===== config.mk =====
export PLATFORM = sky130hd
export DESIGN_NAME = frame_tx_controller
export DESIGN_NICKNAME = d
export VERILOG_FILES = /design/src/rtl/eth_pkg.sv /design/src/rtl/eth_tx_credit_counter.sv /design/src/rtl/frame_tx_controller.sv
export SDC_FILE = /design/constraint.sdc
export NUM_CORES = 1
export LEC_CHECK = 0
export CORE_MARGIN = 5
export CORE_UTILIZATION = 40
export DETAILED_ROUTE_END_ITERATION = 8
export GPL_ROUTABILITY_DRIVEN = 1
export PLACE_DENSITY_LB_ADDON = 0.08
export SLEW_MARGIN = 30
export SYNTH_ARGS = -nofsm -noshare
export SYNTH_HDL_FRONTEND = slang
export SYNTH_HIERARCHICAL = 1
export SYNTH_SLANG_ARGS = --single-unit

===== constraint.sdc =====
create_clock -name clock -period 4.9 [get_ports clock]
set_input_delay 0.98 -clock clock [delete_from_list [all_inputs] [get_ports clock]]
set_output_delay 0.98 -clock clock [all_outputs]
set_load 0.01 [all_outputs]

===== src/rtl/eth_pkg.sv =====
// eth_pkg: shared state encoding and default sizing for the frame transmit path
package eth_pkg;
    typedef enum logic [2:0] {IDLE, WAIT_DATA, START, WAIT_TX, TX, IFG} tx_state_t;
    localparam int DEF_FIFO_DEPTH    = 64;
    localparam int DEF_IFG_CYCLES    = 96;
    localparam int DEF_START_TIMEOUT = 1024;
endpackage


===== src/rtl/eth_tx_credit_counter.sv =====
// eth_tx_credit_counter: saturating count of payload bytes held in the generator FIFO
module eth_tx_credit_counter
    import eth_pkg::*;
#(
    parameter int DEPTH = DEF_FIFO_DEPTH,
    parameter int W     = $clog2(DEPTH + 1)
) (
    input  logic         clock,
    input  logic         reset,
    input  logic         inc,
    input  logic [W-1:0] dec,
    input  logic         clear,
    output logic [W-1:0] occ
);
    logic [W:0] sum, nxt;
    always_comb begin
        sum = {1'b0, occ} + {{W{1'b0}}, inc};
        nxt = ({1'b0, dec} > sum) ? '0 : sum - {1'b0, dec};
    end
    always_ff @(posedge clock) begin
        if (reset || clear) occ <= '0;
        else occ <= (nxt > (W+1)'(DEPTH)) ? W'(DEPTH) : nxt[W-1:0];
    end
endmodule


===== src/rtl/frame_tx_controller.sv =====
// frame_tx_controller: descriptor accept, payload credit wait, generator start, transmit and inter-frame gap
module frame_tx_controller
    import eth_pkg::*;
#(
    parameter int FIFO_DEPTH    = DEF_FIFO_DEPTH,
    parameter int IFG_CYCLES    = DEF_IFG_CYCLES,
    parameter int START_TIMEOUT = DEF_START_TIMEOUT
) (
    input  logic        clock,
    input  logic        reset,
    input  logic        desc_valid,
    output logic        desc_ready,
    input  logic [47:0] desc_dMAC,
    input  logic [47:0] desc_sMAC,
    input  logic [15:0] desc_length,
    input  logic [31:0] desc_FCS,
    input  logic        wr_en,
    input  logic        full,
    output logic        start,
    output logic [47:0] dMAC,
    output logic [47:0] sMAC,
    output logic [15:0] length,
    output logic [31:0] FCS,
    input  logic        packetValid,
    output logic        busy,
    output logic [15:0] frames_sent,
    output logic        err_len,
    output logic        err_timeout
);
    localparam int OW = $clog2(FIFO_DEPTH + 1);
    localparam int TW = $clog2((IFG_CYCLES > START_TIMEOUT ? IFG_CYCLES : START_TIMEOUT) + 1);
    tx_state_t     state, state_n;
    logic [TW-1:0] timer;
    logic [OW-1:0] occ;
    logic          accept, bad_len;
    assign accept  = desc_valid && desc_ready;
    assign bad_len = desc_length == 16'd0 || desc_length > 16'(FIFO_DEPTH);
    assign busy    = state != IDLE;
    always_comb begin
        state_n     = state;
        desc_ready  = 1'b0;
        start       = 1'b0;
        err_timeout = 1'b0;
        case (state)
            IDLE: begin
                desc_ready = 1'b1;
                state_n    = desc_valid && !bad_len ? WAIT_DATA : IDLE;
            end
            WAIT_DATA: state_n = 16'(occ) >= length ? START : WAIT_DATA;
            START: begin
                start   = 1'b1;
                state_n = WAIT_TX;
            end
            WAIT_TX: begin
                err_timeout = !packetValid && timer == TW'(START_TIMEOUT - 1);
                state_n     = packetValid ? TX : err_timeout ? IDLE : WAIT_TX;
            end
            TX:      state_n = packetValid ? TX : IFG;
            IFG:     state_n = timer == TW'(IFG_CYCLES - 1) ? IDLE : IFG;
            default: state_n = IDLE;
        endcase
    end
    // timer counts cycles spent in the current state
    always_ff @(posedge clock) begin
        if (reset) begin
            state       <= IDLE;
            timer       <= '0;
            err_len     <= 1'b0;
            frames_sent <= '0;
            dMAC        <= '0;
            sMAC        <= '0;
            length      <= '0;
            FCS         <= '0;
        end else begin
            state       <= state_n;
            timer       <= state_n != state ? '0 : timer + 1'b1;
            err_len     <= accept && bad_len;
            frames_sent <= frames_sent + 16'(state == TX && !packetValid);
            if (accept) begin
                dMAC   <= desc_dMAC;
                sMAC   <= desc_sMAC;
                length <= desc_length;
                FCS    <= desc_FCS;
            end
        end
    end
    eth_tx_credit_counter #(.DEPTH(FIFO_DEPTH), .W(OW)) u_credit (
        .clock (clock),
        .reset (reset),
        .inc   (wr_en && !full),
        .dec   (start ? length[OW-1:0] : '0),
        .clear (err_timeout),
        .occ   (occ)
    );
endmodule


==> impl_metrics.tcl <==
set metrics [dict create \
    sw_frac_of_total_pct 26.7 \
    port_buffers 314 \
    power_frac_seq_pct 43.8 \
    grt_pass1_wl_mm 37.1 \
    vias_per_cell 4.93 \
    cts_root_buf "clkbuf_16" \
    synth_edf_count 0 \
    hold_viol 0 \
    seq_area_frac_synth_pct 48.7 \
    critPathCaptureType "register" \
    worst_slack_ns 1.18 \
    num_io_pins 315 \
    leakage_uw 0.00427 \
    worstSetupPathType "input port to register" \
    first_pass_iters 5 \
    syn_inst 921 \
    cp.required_ns 5.25 \
    holdWs_ns 0.454 \
    postCtsSetupRepairBufs 0 \
    path_clk_slew_ns 0.06 \
    rsz0062_at_grt "false" \
    drive_above_1_share_pct 5.09 \
    power_frac_clock_pct 38.5 \
    vdd_drop_max_v 0.000271 \
    die_w_um 147 \
    period_needed_ns 3.72 \
    post_drt_wl_per_cell_um 16.6 \
    fillers 1712 \
    yosysTopAreaCell "dfxtp_1" \
    crit_top_cell "ha_1" \
    p_per_area_nw_per_um2 323 \
    cts_hold_buf 0 \
    insertion_delay_ns 0.43 \
    synth-seq-cells 182 \
    intPower_uw 2690 \
    max_cap_viol_count 0 \
    hpwl_mm 17.4 \
    synth_top_area_share_pct 48.7 \
    first_global_vias 6725 \
    synth_commonest_cells "306 x nand2_1, 182 x dfxtp_1, 154 x a21oi_1" \
    rrSetupSlack_ns 1.79 \
    slew_viol_final 0 \
    setup_viol 0 \
    start_kind "input port" \
    crit_buf_inv 1 \
    fp-row-count 50 \
    min_period_over_period_pct 76.0 \
    htree_num_levels 4 \
    syn_avg_cell_area_um2 8.12 \
    min_path_type "register to register" \
    synth.net_count 1092 \
    finalSetupTns_ns 0 \
    multi_input_area_um2 3530 \
    post_cts_resized 0 \
    finalClockSkew_ns 0.00729 \
    final_nets 1376 \
    regArea_um2 3640 \
    critPathMaxStageDelay_ns 0.54 \
    worstPathCellList "clkdlybuf4s50_1 > nor2b_1 > ha_1 > ha_1 > and3_1 > xor2_1 > ha_1 > nor2b_1 > a221oi_2 > o211ai_1 > or4_4 > a211oi_2" \
    dp_slack_ns 0.734 \
    fp.dieH_um 147 \
    synth_most_common_cell "nand2_1" \
    overflow 0 \
    antenna_left 0 \
    synth-async-reset-ratio_pct 0 \
    antenna_found_initial 2 \
    final_cell_area_um2 11300 \
    crit_family "simple AND/OR/NAND/NOR gates" \
    routed_wl_mm 24.2 \
    core_area_um2 18600 \
    cp_max_fo 7 \
    arrival_ns 4.07 \
    start_util_pct 40.3 \
    fin_util_pct 61.1 \
    ys_warn_count 6 \
    numCtsBuffers 17 \
    slowest_stage "or4_4" \
    p_sw_uw 981 \
    placed_area_um2 10700 \
    dieArea_um2 21500 \
    worst_slew_pin_slew_ns 0.855 \
    clock_path_buffers 2 \
    combPwrFrac_pct 17.7 \
    status "finished clean" \
    syn_area_um2 7480 \
    slew_headroom_pct 43.0 \
    vias 7156 \
    cts.sinks 182 \
    ys_types 53 \
    cts_tree "done" \
    yosys-top-cells-area "dfxtp_1 49%, nand2_1 15%, a21oi_1 10%" \
    grt_max_degree 109 \
    synth-main-ff-cell "dfxtp_1" \
    fmax_mhz 269 \
    grtUsageTotal_pct 21.6 \
    drc 0 \
    drtIter0Drc 302 \
    syn_to_final_growth_pct 51.7 \
    place_congestion 0.834 \
]
==> path summary, 6_finish.rpt <==
kind / cells after the start / to / start
min: 2 / FCS[22] / FCS[22]
min reg2reg: 2 / FCS[22] / FCS[22]
max: 12 / u_credit/occ[0] / wr_en
max reg2reg: 11 / u_credit/occ[0] / state[1]
==> flip-flops by register name (all words and copies together) (netlist names) <==
register and count:
FCS 32, dMAC 48, err_len 1, frames_sent 16
length 16, sMAC 48, state 3, timer 11
u_credit/occ 7
==> cell usage in the layout, fill, tap and decap left out, types with 3 or more instances in the layout <==
cell	n
nand3_1	14
and3_1	6
nand4_1	6
clkinv_4	3
ha_1	20
and2_1	3
inv_6	4
nor3_1	20
buf_4	3
nor4_2	10
o21a_1	3
inv_1	17
inv_8	3
dfxtp_1	182
nor3b_1	4
clkbuf_16	17
clkdlybuf4s50_1	313
nand2_1	306
nor2b_1	7
a21oi_1	154
and4_1	5
or4_4	3
o21ai_0	6
xnor2_1	15
nor2_1	22
xor2_1	13
or3_1	7
nor4_1	5
nand2b_1	5
==> cells by family (layout without fill, tap and decap cells) <==
group                      after synthesis  count (layout)  synth area share [%]
AOI/OAI and AO/OA                      183             183                  13.5
xor gates and xnor gates                28              28                  3.28
adders and majority gates               21              21                  3.61
buffers and inverters                   73             369                  4.20
DFF                                    182             182                  48.7
muxes                                    1               1                 0.134
other                                    0               1                     0
and+or+nand+nor                        433             433                  26.5
==> through the flow <==
step	std cells	total power, uW
2_1_floorplan	921	1960
4_1_cts	1451	3710
6_report	1452	3670
5_1_grt	1452	3840
3_3_place_gp	1420	2290
3_5_place_dp	1420	2290
==> metal layers <==
layer | global-route usage [%] | vias up | wire [um]
met3 | 9.81 | 28 | 2330
li1 | - | 3634 | -
met2 | 36.0 | 209 | 11700
met1 | 25.1 | 3283 | 9670
met4 | 6.02 | 2 | 439
met5 | 0 | - | 13
==> area by class of cell <==
cell class              count  share of cell area (%)
inverters                  19                   0.628
multi-input cells         666                    31.1
repair buffers            319                    28.3
clock inverters            13                    1.43
clock buffers              18                    3.87
well taps                 234                    2.58
diodes                      1                  0.0221
flip-flops and latches    182                    32.1
==> tightest hold or removal path: cells and delay by family, from the launching register on <==
family	cells	cell delay (ns)
AOI/OAI and AO/OA	1	0.05
DFF	1	0.31
and+or+nand+nor	1	0.05
==> power groups by stage <==
stage | registers (uW) | logic [uW] | clock network (uW)
2_1_floorplan | 1660 | 291 | 0
3_3_place_gp | 1640 | 648 | 0
3_5_place_dp | 1640 | 651 | 0
4_1_cts | 1610 | 654 | 1450
5_1_grt | 1620 | 707 | 1510
6_report | 1610 | 649 | 1410
(Power assumes the default switching activity.)
